==> src/rtl/alu_pkg.sv <==
// Shared constants and op decode for the ALU result stage.
package alu_pkg;

    localparam int ALU_W = 16;

    localparam logic [3:0] OP_CLEAR = 4'b1000;
    localparam logic [3:0] OP_LOAD  = 4'b0100;
    localparam logic [3:0] OP_ACC   = 4'b0010;
    localparam logic [3:0] OP_READ  = 4'b0001;

    localparam int FLAG_Z = 0;
    localparam int FLAG_C = 1;
    localparam int FLAG_V = 2;

    typedef enum logic [2:0] {
        OPK_CLEAR,
        OPK_LOAD,
        OPK_ACC,
        OPK_READ,
        OPK_ILLEGAL
    } op_kind_e;

    // Anything other than exactly one recognised bit is illegal.
    function automatic op_kind_e decode_op(input logic [3:0] op);
        op_kind_e k;
        case (op)
            OP_CLEAR: k = OPK_CLEAR;
            OP_LOAD:  k = OPK_LOAD;
            OP_ACC:   k = OPK_ACC;
            OP_READ:  k = OPK_READ;
            default:  k = OPK_ILLEGAL;
        endcase
        return k;
    endfunction

endpackage

==> src/rtl/result_fifo.sv <==
// Small power-of-two FIFO with asynchronously cleared storage; head is the read slot.
module result_fifo #(
    parameter int W     = 19,
    parameter int DEPTH = 2
) (
    input  logic                     clk,
    input  logic                     rst,
    input  logic                     push,
    input  logic [W-1:0]             push_data,
    input  logic                     pop,
    output logic [W-1:0]             head_data,
    output logic [$clog2(DEPTH):0]   count
);

    localparam int AW = $clog2(DEPTH);
    localparam int CW = AW + 1;
    localparam logic [CW-1:0] FULL = CW'(DEPTH);

    logic [W-1:0]  mem_q [DEPTH];
    logic [AW-1:0] wr_ptr_q, rd_ptr_q;
    logic [CW-1:0] count_q, count_d;
    logic          push_en, pop_en;

    assign push_en = push && (count_q != FULL);
    assign pop_en  = pop && (count_q != '0);

    always_comb begin
        count_d = count_q;
        case ({push_en, pop_en})
            2'b10:   count_d = count_q + CW'(1);
            2'b01:   count_d = count_q - CW'(1);
            default: count_d = count_q;
        endcase
    end

    always_ff @(posedge clk or posedge rst) begin
        if (rst) begin
            wr_ptr_q <= '0;
            rd_ptr_q <= '0;
            count_q  <= '0;
            for (int unsigned i = 0; i < DEPTH; i++) begin
                mem_q[i] <= '0;
            end
        end else begin
            if (push_en) begin
                mem_q[wr_ptr_q] <= push_data;
                wr_ptr_q        <= wr_ptr_q + AW'(1);
            end
            if (pop_en) begin
                rd_ptr_q <= rd_ptr_q + AW'(1);
            end
            count_q <= count_d;
        end
    end

    assign head_data = mem_q[rd_ptr_q];
    assign count     = count_q;

endmodule

==> src/rtl/alu_result_stage.sv <==
// ALU output stage: applies a one-hot op to the accumulator and queues {acc, V, C, Z}.
module alu_result_stage
    import alu_pkg::*;
#(
    parameter int N     = ALU_W,
    parameter int DEPTH = 2
) (
    input  logic         clk,
    input  logic         rst,
    input  logic [N-1:0] res_in,
    input  logic [3:0]   op_s,
    input  logic         in_valid,
    output logic         in_ready,
    output logic [N-1:0] acc_val,
    output logic [N-1:0] out_data,
    output logic [2:0]   out_flags,
    output logic         out_valid,
    input  logic         out_ready,
    output logic         sel_err
);

    localparam int CW = $clog2(DEPTH) + 1;
    localparam logic [CW-1:0] FULL = CW'(DEPTH);

    logic [N-1:0]  acc_q, acc_d;
    logic          sel_err_q, sel_err_d;
    logic [CW-1:0] count;
    logic [N+2:0]  head;
    logic [N:0]    sum;
    logic [2:0]    flags;
    logic [N-1:0]  push_val;
    logic          push;
    logic          accept;
    op_kind_e      op_kind;

    assign in_ready = (count < FULL);
    assign accept   = in_valid && in_ready;
    assign op_kind  = decode_op(op_s);
    assign sum      = {1'b0, acc_q} + {1'b0, res_in};

    always_comb begin
        acc_d     = acc_q;
        push      = 1'b0;
        push_val  = acc_q;
        flags     = '0;
        sel_err_d = 1'b0;
        if (accept) begin
            case (op_kind)
                OPK_CLEAR: begin
                    acc_d         = '0;
                    push          = 1'b1;
                    push_val      = '0;
                    flags[FLAG_Z] = 1'b1;
                end
                OPK_LOAD: begin
                    acc_d         = res_in;
                    push          = 1'b1;
                    push_val      = res_in;
                    flags[FLAG_Z] = (res_in == '0);
                end
                OPK_ACC: begin
                    acc_d         = sum[N-1:0];
                    push          = 1'b1;
                    push_val      = sum[N-1:0];
                    flags[FLAG_Z] = (sum[N-1:0] == '0);
                    flags[FLAG_C] = sum[N];
                    // Signed overflow: like-signed operands produce an opposite-signed result.
                    flags[FLAG_V] = (acc_q[N-1] == res_in[N-1]) && (sum[N-1] != acc_q[N-1]);
                end
                OPK_READ: begin
                    push          = 1'b1;
                    push_val      = acc_q;
                    flags[FLAG_Z] = (acc_q == '0);
                end
                default: sel_err_d = 1'b1;
            endcase
        end
    end

    always_ff @(posedge clk or posedge rst) begin
        if (rst) begin
            acc_q     <= '0;
            sel_err_q <= 1'b0;
        end else begin
            acc_q     <= acc_d;
            sel_err_q <= sel_err_d;
        end
    end

    result_fifo #(
        .W     (N + 3),
        .DEPTH (DEPTH)
    ) u_fifo (
        .clk       (clk),
        .rst       (rst),
        .push      (push),
        .push_data ({push_val, flags}),
        .pop       (out_valid && out_ready),
        .head_data (head),
        .count     (count)
    );

    assign acc_val   = acc_q;
    assign sel_err   = sel_err_q;
    assign out_valid = (count != '0);
    assign out_data  = head[N+2:3];
    assign out_flags = head[2:0];

endmodule

==> config.mk <==
export PLATFORM = sky130hd
export DESIGN_NAME = alu_result_stage
export DESIGN_NICKNAME = d
export VERILOG_FILES = /design/src/rtl/alu_pkg.sv /design/src/rtl/result_fifo.sv /design/src/rtl/alu_result_stage.sv
export SDC_FILE = /design/constraint.sdc
export NUM_CORES = 1
export LEC_CHECK = 0
export CAP_MARGIN = 5
export CORE_MARGIN = 2
export CORE_UTILIZATION = 54
export DETAILED_ROUTE_END_ITERATION = 10
export GPL_ROUTABILITY_DRIVEN = 0
export GPL_TIMING_DRIVEN = 1
export PLACE_DENSITY = 0.87
export SLEW_MARGIN = 15
export SYNTH_ARGS = -nofsm -noshare
export SYNTH_HDL_FRONTEND = slang
export SYNTH_HIERARCHICAL = 1
export SYNTH_SLANG_ARGS = --single-unit
export TNS_END_PERCENT = 50
==> constraint.sdc <==
create_clock -name clk -period 3.6 [get_ports clk]
set_input_delay 0.36 -clock clk [delete_from_list [all_inputs] [get_ports clk]]
set_output_delay 0.36 -clock clk [all_outputs]
set_load 0.005 [all_outputs]
==> qor.txt <==
Status = finished, final reports clean
GRT overflow = 0
Data required time at the worst endpoint = 3.82 ns
Drt total wl = 9200 um
Area growth from synthesis to layout = 24.3%
Antenna Cells = 0
Post-route insts no fill = 490
H-tree levels = 3
Final hold slack = 0.450 ns
Distinct cells, synth = 55
Layout cells sized above 1 = 23.9%
Syn_area_per_cell = 11.1 um2
Number of CTS-inserted buffers = 9
Cell taking the most area after synthesis = dfrtp_1
Post-synth net total = 380
Final setup violation count = 0
Number of flops mapped to enable cells by yosys = 0
Worst r2r dst = u_fifo/mem_q[19]
Max Buffers Root-to-Sink = 2
Chip Height = 87.3 um
Async set or reset register ratio after synthesis = 100%
Worst slew pin tran = 0.862 ns
FILL cells = 511
Row count = 30
CP startpoint = res_in[0]
Design area = 4660 um2
Post-layout nets = 448
Area after DPL = 4430 um2
Dpl cells = 475
Hold Vio Cnt, Final = 0
Via count = 2,994
First-pass GRT wire length = 14,800 um
Worst-path clk slew = 0.07 ns
Input/output buffers = 61
Area of the mapped netlist = 3750 um2
Setup CP Type = in2reg
Hold WC Path Type = in2async
Worst skew pair latency = 0.34 ns
Clock root buffer = clkbuf_8
IO Pins = 62
Ys Warns = 6
RSZ-0062 raised after global routing = no
Slew HR = 42.5%
Post-synthesis sequential area ratio = 39.4%
Hold-fix buffers, CTS = 0
Die X = 87.3 um
Max-slew violation count = 0
Drt wl/cell = 18.8 um
Synth Instances = 338
Peak VDD IR = 0.000437 V
DRT antenna net count = 0
Area of the multi-input gates = 2130 um2
Remaining DRCs = 0
Core Area = 6760 um2
DR vias/cell = 6.11
Post-CTS setup buffer count = 0
Max Cap Violations = 0
Tmin final = 3.43 ns
Critical R2R Launch = acc_val[0]
Fmax = 292 MHz
Reg2reg setup slack = 0.22 ns
Initial Utilization = 55.5%
Startpoint class of the critical path = primary input
Overall global routing resource usage = 25.2%
Leakage = 2.11 nW
1st-pass router iterations = 5
CTS resizes = 0
Number of global-route vias before repair = 3,074
Initial antenna violation count = 0
R2R depth = 11
Clock Skew = 0.0100 ns
Tcrit/Tclk final = 95.2%
Largest net degree at the start of global routing = 43
Seq. cell area = 1480 um2
Largest cells by area after synthesis = dfrtp_1, mux2_2, mux2_4
DIE AREA = 7630 um2
Pwr Density = 619 nW/um2
Drt first-iter violations = 161
Top cell type's share of synthesized area = 39.4%
Clock Sinks = 59
Nature of the critical path endpoint = flop
Ys flop type = dfrtp_1
CTS tree = yes
CP arrival = 3.65 ns
CP Max Fanout = 3
Post-DP HPWL = 6820 um
Flop and latch count out of synthesis = 59
==> layer usage <==
layer  track usage [%]  share of wire, %
met1              34.0                43
met2              39.2                48
met3              4.83               5.6
met4              12.0               3.2
met5                 0                 0
==> report_power, final <==
part / total [mW] / internal [mW] / switching, mW
registers: 1.02 / 0.837 / 0.184
logic: 1.16 / 0.669 / 0.493
clock network: 0.701 / 0.452 / 0.249
total: 2.88 / 1.96 / 0.926
==> cell usage in the layout (no fill, tap or decap), types with 11 or more instances in the layout <==
cell / synthesis / routed
clkdlybuf4s50_1: 0 / 61
dfrtp_1: 59 / 59
mux2_2: 37 / 37
o21ai_0: 22 / 22
nand2_1: 21 / 21
mux2_4: 20 / 20
ha_1: 17 / 17
a22oi_1: 14 / 14
nor2_1: 13 / 13
a21oi_1: 13 / 13
buf_4: 0 / 11
==> how the worst max path moves through the flow <==
stage                     cells past startpoint  slack (ns)               end
after global placement                       11        0.03  u_fifo/mem_q[19]
after global routing                         11        0.08  u_fifo/mem_q[37]
after CTS                                    12        0.26  u_fifo/mem_q[17]
after floorplan                              11        0.55   u_fifo/mem_q[0]
final                                        12        0.17  u_fifo/mem_q[19]
after detailed placement                     12       -0.09  u_fifo/mem_q[17]
==> cell families (layout without fill, tap and decap cells) <==
logic type | after synthesis | after routing | synth area share, %
compound gates | 80 | 80 | 14.7
xor+xnor | 17 | 17 | 3.97
fa+ha+maj | 18 | 18 | 6.20
buf+inv | 23 | 95 | 3.77
flops | 59 | 59 | 39.4
mux | 58 | 58 | 19.4
simple gates | 83 | 83 | 12.6
==> Yosys cell counts (9+ instances only) <==
cell and count:
ha_1 17, clkbuf_1 10, nor2_1 13, nor3_1 10, a21oi_1 13, nor4_1 9, nand2_1 21, a22oi_1 14
o21ai_0 22, mux2_2 37, mux2_4 20, dfrtp_1 59, xnor2_1 10
==> critical path: stages <==
cell	delay, ns
clkdlybuf4s50_1	0.43
ha_1	0.25
fa_1	0.43
a211oi_1	0.31
o21ai_0	0.19
a31oi_1	0.25
o21ai_0	0.16
a211o_2	0.38
xor2_1	0.26
nor4_2	0.09
a31o_1	0.26
mux2_4	0.27
==> final cells by class <==
| class | count | share of cell area [%] |
|---|---|---|
| sequential | 59 | 31.7 |
| multi-input combinational | 256 | 45.8 |
| inverter | 8 | 0.644 |
| clock buffer | 9 | 2.66 |
| timing repair buffer | 72 | 14.9 |
| tap | 80 | 2.15 |
| clock inverter | 6 | 2.25 |
==> state kept, by name, indices dropped and copies added (netlist names) <==
| name | cells |
|---|---|
| u_fifo/wr_ptr_q | 1 |
| u_fifo/mem_q | 38 |
| sel_err | 1 |
| u_fifo/rd_ptr_q | 1 |
| u_fifo/count | 2 |
| acc_val | 16 |
==> metrics by stage <==
step / utilization (%) / worst slack [ns] / total power [mW] / TNS (ns)
after global routing: 69.0 / 0.0827 / 3.05 / 0
after CTS: 69.0 / 0.256 / 2.89 / 0
after detailed placement: 65.6 / -0.0857 / 2.17 / -0.295
after global placement: 65.6 / 0.0287 / 2.12 / 0
after floorplan: - / 0.554 / 1.72 / 0
final: 69.0 / 0.174 / 2.88 / 0
(Power assumes the default switching activity.)
